**src/rtl/bus_select_decoder_5_32_pkg.sv**
```systemverilog
// Shared definitions for the datapath bus-source select path: source codes,
// decoder state encoding and the legal-code lookup.
package cpu_bus_pkg;

    localparam int CODE_W = 5;
    localparam int EN_W   = 32;

    typedef logic [CODE_W-1:0] bus_code_t;

    localparam bus_code_t CODE_R0     = 5'h00;
    localparam bus_code_t CODE_R1     = 5'h01;
    localparam bus_code_t CODE_R2     = 5'h02;
    localparam bus_code_t CODE_R3     = 5'h03;
    localparam bus_code_t CODE_R4     = 5'h04;
    localparam bus_code_t CODE_R5     = 5'h05;
    localparam bus_code_t CODE_R6     = 5'h06;
    localparam bus_code_t CODE_R7     = 5'h07;
    localparam bus_code_t CODE_R8     = 5'h08;
    localparam bus_code_t CODE_R9     = 5'h09;
    localparam bus_code_t CODE_R10    = 5'h0A;
    localparam bus_code_t CODE_R11    = 5'h0B;
    localparam bus_code_t CODE_R12    = 5'h0C;
    localparam bus_code_t CODE_R13    = 5'h0D;
    localparam bus_code_t CODE_R14    = 5'h0E;
    localparam bus_code_t CODE_R15    = 5'h0F;
    localparam bus_code_t CODE_HI     = 5'h10;
    localparam bus_code_t CODE_LO     = 5'h11;
    localparam bus_code_t CODE_ZHI    = 5'h12;
    localparam bus_code_t CODE_ZLO    = 5'h13;
    localparam bus_code_t CODE_PC     = 5'h15;
    localparam bus_code_t CODE_MDR    = 5'h16;
    localparam bus_code_t CODE_INPORT = 5'h17;
    localparam bus_code_t CODE_C      = 5'h19;
    localparam bus_code_t CODE_SPARE  = 5'h1A;

    // One bit per code; a set bit means that code has a drive-enable line.
    // Reserved: 0x14, 0x18, 0x1B..0x1F.
    localparam logic [EN_W-1:0] LEGAL_MASK =
        (32'h1 << CODE_HI)  | (32'h1 << CODE_LO)  | (32'h1 << CODE_ZHI) |
        (32'h1 << CODE_ZLO) | (32'h1 << CODE_PC)  | (32'h1 << CODE_MDR) |
        (32'h1 << CODE_INPORT) | (32'h1 << CODE_C) | (32'h1 << CODE_SPARE) |
        32'h0000_FFFF;

    typedef enum logic [1:0] {
        IDLE  = 2'd0,
        DRIVE = 2'd1,
        TURN  = 2'd2
    } state_t;

    function automatic logic is_legal_code(input bus_code_t code);
        return LEGAL_MASK[code];
    endfunction

endpackage

```
**src/rtl/bus_select_decoder_5_32_onehot.sv**
```systemverilog
// Combinational 5-bit bus source code to 32-line one-hot decode.
// Reserved codes produce an all-zero field with legal=0.
module bus_select_onehot (
    input  logic [4:0]  code,
    output logic [31:0] onehot,
    output logic        legal
);
    import cpu_bus_pkg::*;

    // Decode code to its enable line, suppressing reserved codes.
    always_comb begin
        legal  = is_legal_code(code);
        onehot = '0;
        if (legal) begin
            onehot[code] = 1'b1;
        end
    end

endmodule

```
**src/rtl/bus_select_decoder_5_32.sv**
```systemverilog
// Registered bus source select with break-before-make turnaround.
// The drop-bus input is named bus_release because "release" is a reserved
// word in SystemVerilog.
//
//  state | meaning
//  IDLE  | no source driving, requests accepted
//  DRIVE | one source enabled (active_code), requests accepted
//  TURN  | all enables low for TURN_CYCLES before the pending source drives
module bus_select_decoder_5_32 #(
    parameter int unsigned TURN_CYCLES = 1
) (
    input  logic        clk,
    input  logic        clr,
    input  logic [4:0]  code,
    input  logic        code_valid,
    input  logic        bus_release,
    output logic [31:0] drive_en,
    output logic [4:0]  active_code,
    output logic        drive_active,
    output logic        code_ready,
    output logic        bad_code
);
    import cpu_bus_pkg::*;

    localparam logic [2:0] TURN_LOAD = 3'(TURN_CYCLES);

    state_t      state;
    logic [4:0]  pend_code;
    logic [2:0]  turn_cnt;
    logic [4:0]  dec_code;
    logic [31:0] dec_onehot;
    logic        dec_legal;

    // One shared decoder: the pending code is decoded while turning, the
    // incoming request otherwise (requests are not accepted during TURN).
    assign dec_code   = (state == TURN) ? pend_code : code;
    assign code_ready = (state != TURN);

    bus_select_onehot u_onehot (
        .code   (dec_code),
        .onehot (dec_onehot),
        .legal  (dec_legal)
    );

    // Sequencing FSM with registered enable outputs.
    always_ff @(posedge clk) begin
        if (clr) begin
            state        <= IDLE;
            drive_en     <= '0;
            active_code  <= '0;
            drive_active <= 1'b0;
            bad_code     <= 1'b0;
            pend_code    <= '0;
            turn_cnt     <= '0;
        end else begin
            bad_code <= 1'b0;
            case (state)
                IDLE: begin
                    if (code_valid) begin
                        if (dec_legal) begin
                            state        <= DRIVE;
                            drive_en     <= dec_onehot;
                            drive_active <= 1'b1;
                            active_code  <= code;
                        end else begin
                            bad_code <= 1'b1;
                        end
                    end
                end
                DRIVE: begin
                    // A request takes priority over a simultaneous release.
                    if (code_valid) begin
                        if (!dec_legal) begin
                            bad_code <= 1'b1;
                        end else if (code != active_code) begin
                            if (TURN_CYCLES == 0) begin
                                drive_en    <= dec_onehot;
                                active_code <= code;
                            end else begin
                                state        <= TURN;
                                drive_en     <= '0;
                                drive_active <= 1'b0;
                                active_code  <= '0;
                                pend_code    <= code;
                                turn_cnt     <= TURN_LOAD;
                            end
                        end
                    end else if (bus_release) begin
                        state        <= IDLE;
                        drive_en     <= '0;
                        drive_active <= 1'b0;
                        active_code  <= '0;
                    end
                end
                TURN: begin
                    if (bus_release) begin
                        state     <= IDLE;
                        pend_code <= '0;
                        turn_cnt  <= '0;
                    end else if (turn_cnt == 3'd1) begin
                        state        <= DRIVE;
                        drive_en     <= dec_onehot;
                        drive_active <= 1'b1;
                        active_code  <= pend_code;
                        turn_cnt     <= '0;
                    end else begin
                        turn_cnt <= turn_cnt - 3'd1;
                    end
                end
                default: begin
                    state        <= IDLE;
                    drive_en     <= '0;
                    drive_active <= 1'b0;
                    active_code  <= '0;
                    pend_code    <= '0;
                    turn_cnt     <= '0;
                end
            endcase
        end
    end

endmodule
```
**config.mk**
```make
export PLATFORM = sky130hd
export DESIGN_NAME = bus_select_decoder_5_32
export DESIGN_NICKNAME = d
export VERILOG_FILES = /design/src/rtl/bus_select_decoder_5_32_pkg.sv /design/src/rtl/bus_select_decoder_5_32_onehot.sv /design/src/rtl/bus_select_decoder_5_32.sv
export SDC_FILE = /design/constraint.sdc
export NUM_CORES = 1
export LEC_CHECK = 0
export ABC_AREA = 1
export BUFFER_PORTS_ARGS = -buffer_cell sky130_fd_sc_hd__buf_2
export CAP_MARGIN = 20
export CORE_MARGIN = 2
export CORE_UTILIZATION = 61
export DETAILED_ROUTE_END_ITERATION = 12
export PLACE_DENSITY_LB_ADDON = 0.08
export SLEW_MARGIN = 5
export SYNTH_ARGS = -nofsm -noshare
export SYNTH_HDL_FRONTEND = slang
export SYNTH_SLANG_ARGS = --single-unit
```
**constraint.sdc**
```tcl
create_clock -name clk -period 6.1 [get_ports clk]
set_clock_uncertainty 0.15 [all_clocks]
set_input_delay 0.305 -clock clk [delete_from_list [all_inputs] [get_ports clk]]
set_output_delay 0.305 -clock clk [all_outputs]
set_load 0.1 [all_outputs]
```
After elaboration in Yosys (flattened, before gate mapping)
Memories as Yosys holds them, arrays and structs flattened.
Index checks and enable logic that the tools add are counted.
- bits in registers: 49
- bits in read-only memories: 32
- input bits: 9
- output and inout port bits: 40
- logic and storage cells: 91
- memories kept: 1
- memories (name ; depth ; bits a word ; rd ports ; clocked after Yosys merged registers in ; wr ports ; RTL line ; text):
    (no name shown) ; 32 ; 1 ; 1 ; 0 ; 0 ; bus_select_decoder_5_32_pkg.sv:51 ; return LEGAL_MASK[code];
- $add $sub $neg: 1
- magnitude comparators: 2
- equality and inequality tests: 17
- mux-type cells: 52
- bitwise operators: 3
- reduce and logical (&&, ||, !) cells: 8
- operators by type and width (cell ; count):
    $mux W32 ; 9
    $pmux W32 S3 ; 1
    $mux W5 ; 12
    $pmux W5 S3 ; 2
    $mux W2 ; 8
    $ne A2 B2 Y1 const B ; 8
    $mux W3 ; 5
    $mux W1 ; 11
    $ne A3 B3 Y1 const B ; 3
    $pmux W3 S3 ; 1
    $reduce_and A7 Y1 ; 1
    $lt A5 B6 Y1 const B ; 1
    $pmux W2 S3 ; 1
    $reduce_and A6 Y1 ; 1
    $demux W1 S5 ; 1
    $ge A5 B1 Y1 const B ; 1
    $ne A5 B5 Y1 ; 1
    $reduce_and A5 Y1 ; 1
    $reduce_and A4 Y1 ; 1
    $eq A3 B1 Y1 const B ; 1
    $ne A3 B2 Y1 const B ; 1
    $not A1 Y1 ; 3
    $pmux W1 S3 ; 1
    $reduce_or A3 Y1 ; 1
    other kinds (7) ; 7

Logic depth before layout (Yosys ltp)
- depth in word-level cells: 10
- gate-level depth with buffers: 16
- gate-level depth less buffers: 14

Cells and area by module
A second synthesis with hierarchy kept.
- cells, all modules: 445
- area, all modules: 2840.2 µm²
- by module, submodules not included (module ; times used ; cells each ; area an instance (µm²) ; sequential area each (µm²)):
    bus_select_decoder_5_32 ; 1 ; 379 ; 2474.9 ; 980.9
    bus_select_onehot ; 1 ; 66 ; 365.4 ; 0.0

Least setup slack after synthesis
No wires, ideal clock.
- path kind: register to register
- start point: register state[0]
- end point: register active_code[0]
- library setup time: 116 ps
- data arrival time: 2353 ps
- required time: 5834 ps
- setup slack: 3481 ps
- stages on the path, launching flop included: 14
- path buffers: 1
- clock period less this slack: 2619 ps
- cell sequence: dfxtp_1 > inv_1 > ha_1 > inv_1 > nand2_1 > nand2_2 > nand3_2 > nand2_4 > nand3_4 > nand4_2 > buf_4 > inv_2 > nor2_1 > nor2_1
- cells in the longest elaborated chain, start to end: 6
- elaborated cells on any way between the ends: 15
- classes of those cells: 9 x eq/ne; 3 x mux; 2 x reduce/logical; 1 x memory
- RTL lines (element ; RTL line ; text):
    start: declaration ; bus_select_decoder_5_32.sv:27 ; state_t state;
    start signal: assignment ; bus_select_decoder_5_32.sv:48 ; state <= IDLE;
    start signal: assignment ; bus_select_decoder_5_32.sv:61 ; state <= DRIVE;
    start signal: assignment ; bus_select_decoder_5_32.sv:80 ; state <= TURN;
    $eq A2 B2 Y1 ; bus_select_decoder_5_32.sv:36, bus_select_decoder_5_32.sv:57 ;
    $mux W5 ; bus_select_decoder_5_32.sv:36 ; assign dec_code = (state == TURN) ? pend_code : code;
    $mem_v2 Z32 W1 ; -- ;
    $mux W1 (implied by the code) ; bus_select_decoder_5_32_pkg.sv:51 ;
    $ne A3 B3 Y1 (no source line) / $ne A2 B2 Y1 (equally long branches) ; -- ;
    $reduce_and A7 Y1 (no source line) ; -- ;
    end signal: assignment ; bus_select_decoder_5_32.sv:64 ; active_code <= code;
    end signal: assignment ; bus_select_decoder_5_32.sv:78 ; active_code <= code;
    end signal: assignment ; bus_select_decoder_5_32.sv:104 ; active_code <= pend_code;
    end: declaration ; bus_select_decoder_5_32.sv:18 ; output logic [4:0] active_code,
Several ways; a longest one is shown, not always the timed one. The select of a mux whose other input is x is not followed.
A chain may end at the register's enable or synchronous reset.

Final worst setup path
Ends and elaborated chain as after synthesis.

==> results summary <==
The source-to-sink clock delay at the later pin of the worst-skew pair is about 300 ps. The synthesized cell area came out at ~0.0030 sq mm. The number of antenna repair diodes came out at 0. The initial cell density of the core is 63.1%. The aggregate routed wire length is 5.87 mm.

The net switching share of the total power is 56.9%. The data arrival time of the critical path came out at 3770 ps. The ratio of routed vias to standard cells is approximately 5. The placer's final routability congestion estimate came out at 0.892. Hold timing on the final database bottoms out at a slack of 126 ps. The leakage power came out at about 1.4 nW. The async set-or-reset flop fraction in the synthesized netlist is 0%.

The estimated wirelength of the detail-placed design is about 4.3 mm. At the pin with the least slew margin, the transition time is around 800 ps. The chip width came out at between 70 and 80 um.

The worst setup path is captured at a flop. On the critical path, the stage with the largest delay is an instance of sky130_fd_sc_hd__nand4_2. After clock tree synthesis, the setup repair step added 0 buffers. The number of antenna violations at the first check in global routing is 0. The clock network burns approximately an eighth of the power.

The global router's overall resource usage is 23.3%. The average cell area after synthesis is between 7 and 8 sq um. The standard cell core area came out at 0.00469 sq mm. The count of buffers from port buffering is 48. The max capacitance violation total came out at 0.

The clock sink count is 49. The number of warnings issued by yosys is 0. The number of instances on the worst hold path came out at 3. The critical path runs through a total of 12 cells. The biggest cell delay along the critical path came out at 750 ps. The count of final hold-check violations is 0. The register clock-pin slew on the reported worst setup and hold paths came out at around 90 ps.

The aggregate negative setup slack is 0 ps. The flow ran to the end, and the final reports show no timing, DRC or antenna violations. By area the synthesized netlist is led by sky130_fd_sc_hd__dfxtp_1 (33%), sky130_fd_sc_hd__nand2_1 (11%), sky130_fd_sc_hd__nand3_2 (11%), sky130_fd_sc_hd__a21oi_2 (8.3%), sky130_fd_sc_hd__nor2_1 (5.6%). The number of remaining DRC errors is 0.

The number of antenna-violating nets in the routed design is 0. Setup violations remaining at the end of the flow were counted as 0. In this run, post-CTS repair resized a total of 0 instances. The maximum ir drop on the vdd rail came out at 0.000307 V. Among all cell types in the netlist, the one instantiated most often is sky130_fd_sc_hd__nand2_1. The count of placed standard cells including taps is 475.

Setup repair after global routing left no endpoint under its margin. The post-synthesis net count came out at 409. The placement row count is 25. The via count of the first global-routing pass is around 2300. For this design the total switching power over the nets is 0.000893 W. The final worst-path cycle share is roughly three fifths.

The count of state elements after synthesis came out at 49. The area added between synthesis and finish is 8.83%. The maximum number of pins on one net before global-route repair is 36. The final non-filler cell total came out at roughly 480. Counting the buffers created by CTS gives 5. For this run, the leading register cell type out of synthesis is sky130_fd_sc_hd__dfxtp_1. The proportion of netlist area held by the largest area contributor came out at between 30% and 40%. CTS placed an instance of sky130_fd_sc_hd__clkbuf_8 at the clock tree root. The final critical-path required period is 3670 ps. The upper clock frequency limit came out at 272 MHz. The count of boundary I/O pins is 49. The synthesized design contains 0 enable-type register cells. The fraction of power consumed by sequential logic is 26.4%. Counting along the longest clock path gives a buffer depth of 2. sky130_fd_sc_hd__dfxtp_1 takes more of the synthesized area than any other cell. The critical setup path kind is flop to flop. Broken down by cell family, the worst path's largest delay share belongs to simple AND/OR/NAND/NOR gates. The critical path required time is 6200 ps. The share of the yosys chip area belonging to registers came out at 33.1%. The floorplan die area came out at 0.00543 sq mm. The maximum fanout count along the critical path came out at 35. In this run, the combinational gates consume 61.7% of the power. The first-pass GRT wire length is 10.0 mm. The internal power is ~0.00068 W. The detailed-routing iteration count for the pre-antenna-repair pass came out at 4. The via count came out at 2488. The floorplan die height came out at 73.7 um. The number of cells on the worst reg-to-reg path is 12.

TritonCTS built the clock tree. The total cell area at the placement stage is 0.00314 sq mm. The count of filler cells inserted in the layout is approximately 430. The average detailed-routed wire length per instance is between 10 and 15 um. Dividing total power by cell area gives a power density of 487 mW/mm^2.

Counting every instance in the synthesized netlist gives 392. In the synthesized netlist, the cells that appear most often are sky130_fd_sc_hd__nand2_1 (86), sky130_fd_sc_hd__dfxtp_1 (49), sky130_fd_sc_hd__nor2_1 (44). In this run the tightest slew margin relative to its limit is 46.8%. The net count reported at finish is about 450.

The depth of the CTS H-tree is 2. The distinct cell type count after synthesis is 34. The count of pins over their slew limit came out at 0.

Summed over all layers, the global routing overflow is 0. The signal on the critical path passes through inv_1, ha_1, o21ai_2, inv_1, ha_1, nand3_2, nand2_4, nand3_4, nand4_2, inv_2, nor2_1, nor2_1. The number of buffers and inverters on the critical path is 3. The startpoint class of the critical path is a flop. The class of the tightest hold or removal check is primary input to flop. The violation count after the first detailed-routing iteration is around 150. The share of cells above drive strength 1 came out at roughly a third.

The number of buffers inserted for hold repair after clock tree synthesis is 0. The post-route cell area is approximately 0.0032 sq mm.
-- tightest hold or removal path: stages --
cell and delay, ps:
sky130_fd_sc_hd__buf_2 120, sky130_fd_sc_hd__nand3_1 80, sky130_fd_sc_hd__nor2_1 40
-- per-stage QoR --
stage | util [%] | power, W | worst slack, ps
after floorplan | - | 0.00131 | 3480
after global placement | 66.8 | 0.00137 | 2510
after detailed placement | 66.8 | 0.00139 | 2370
after CTS | 68.7 | 0.00158 | 2370
after global routing | 68.7 | 0.00170 | 2110
final | 68.7 | 0.00157 | 2430
-- path summary, 6_finish.rpt --
path	start	to	slack (ps)
setup / recovery	state[0]$_SDFFE_PP0P_	active_code[0]$_SDFFE_PP0P_	2430
hold / removal	code_valid	bad_code$_SDFF_PP0_	130
setup reg to reg	state[0]$_SDFFE_PP0P_	active_code[0]$_SDFFE_PP0P_	2430
hold reg to reg	drive_en[31]$_SDFFE_PP0P_	drive_en[31]$_SDFFE_PP0P_	290
-- cell type report --
class	instances	area (sq um)	share of cell area, %
Sequential cell	49	981	30.4
Inverter	44	168	5.20
Clock buffer	5	68.8	2.14
Multi-Input combinational cell	279	1670	51.9
Clock inverter	3	17.5	0.544
Tap cell	54	67.6	2.10
Timing Repair Buffer	49	248	7.69
-- registers in the layout, indices dropped and copies added, names as in the netlist --
name,flops
active_code,5
bad_code,1
drive_active,1
drive_en,32
pend_code,5
state,2
turn_cnt,3
-- cells by family after synthesis --
logic type,share of synthesized area [%]
AND/OR/NAND/NOR,40.6
flip-flops,33.1
buffers and inverters,10.4
adder cells (fa/ha/maj),3.38
XOR/XNOR,0.296
AO/OA/AOI/OAI,12.2
-- power groups by stage --
stage                     registers, W  clock network (W)  logic, W
final                         0.000414           0.000188  0.000968
after global routing          0.000420           0.000205   0.00107
after CTS                     0.000413           0.000194  0.000976
after detailed placement      0.000420                  0  0.000972
after global placement        0.000419                  0  0.000954
after floorplan               0.000617                  0  0.000694
-- placed cells by master (no fill, tap or decap) --
master / instances
sky130_fd_sc_hd__nand2_1: 86
sky130_fd_sc_hd__dfxtp_1: 49
sky130_fd_sc_hd__buf_2: 48
sky130_fd_sc_hd__nor2_1: 44
sky130_fd_sc_hd__inv_1: 40
sky130_fd_sc_hd__nand3_2: 32
sky130_fd_sc_hd__a21oi_2: 28
sky130_fd_sc_hd__nor3_1: 22
sky130_fd_sc_hd__nand3_1: 16
sky130_fd_sc_hd__a21oi_1: 10
sky130_fd_sc_hd__ha_1: 8
sky130_fd_sc_hd__nand2_2: 6
sky130_fd_sc_hd__o21ai_0: 5
sky130_fd_sc_hd__clkbuf_8: 5
sky130_fd_sc_hd__nand4_1: 4
sky130_fd_sc_hd__inv_2: 3
sky130_fd_sc_hd__o21ai_2: 2
sky130_fd_sc_hd__nand2_4: 2
sky130_fd_sc_hd__nand3_4: 2
sky130_fd_sc_hd__o21ai_1: 2
sky130_fd_sc_hd__clkinv_2: 2
sky130_fd_sc_hd__nor2_2: 1
sky130_fd_sc_hd__nor2_4: 1
sky130_fd_sc_hd__nand2_8: 1
sky130_fd_sc_hd__xnor2_1: 1
sky130_fd_sc_hd__nand2b_1: 1
sky130_fd_sc_hd__nand4_2: 1
sky130_fd_sc_hd__inv_4: 1
sky130_fd_sc_hd__nor2_8: 1
sky130_fd_sc_hd__o22ai_1: 1
sky130_fd_sc_hd__nor4_1: 1
sky130_fd_sc_hd__o211ai_1: 1
sky130_fd_sc_hd__clkinvlp_4: 1
sky130_fd_sc_hd__buf_4: 1
-- layer usage --
metal  up-vias  wire length (um)  global-route usage (%)
met1      1110              2790                    29.4
met4         0                70                    8.08
met5         -                 0                       0
met2        45              2800                    39.4
li1       1328                 -                       -
met3         5               198                    4.53
Power figures use the tool's default switching activity.
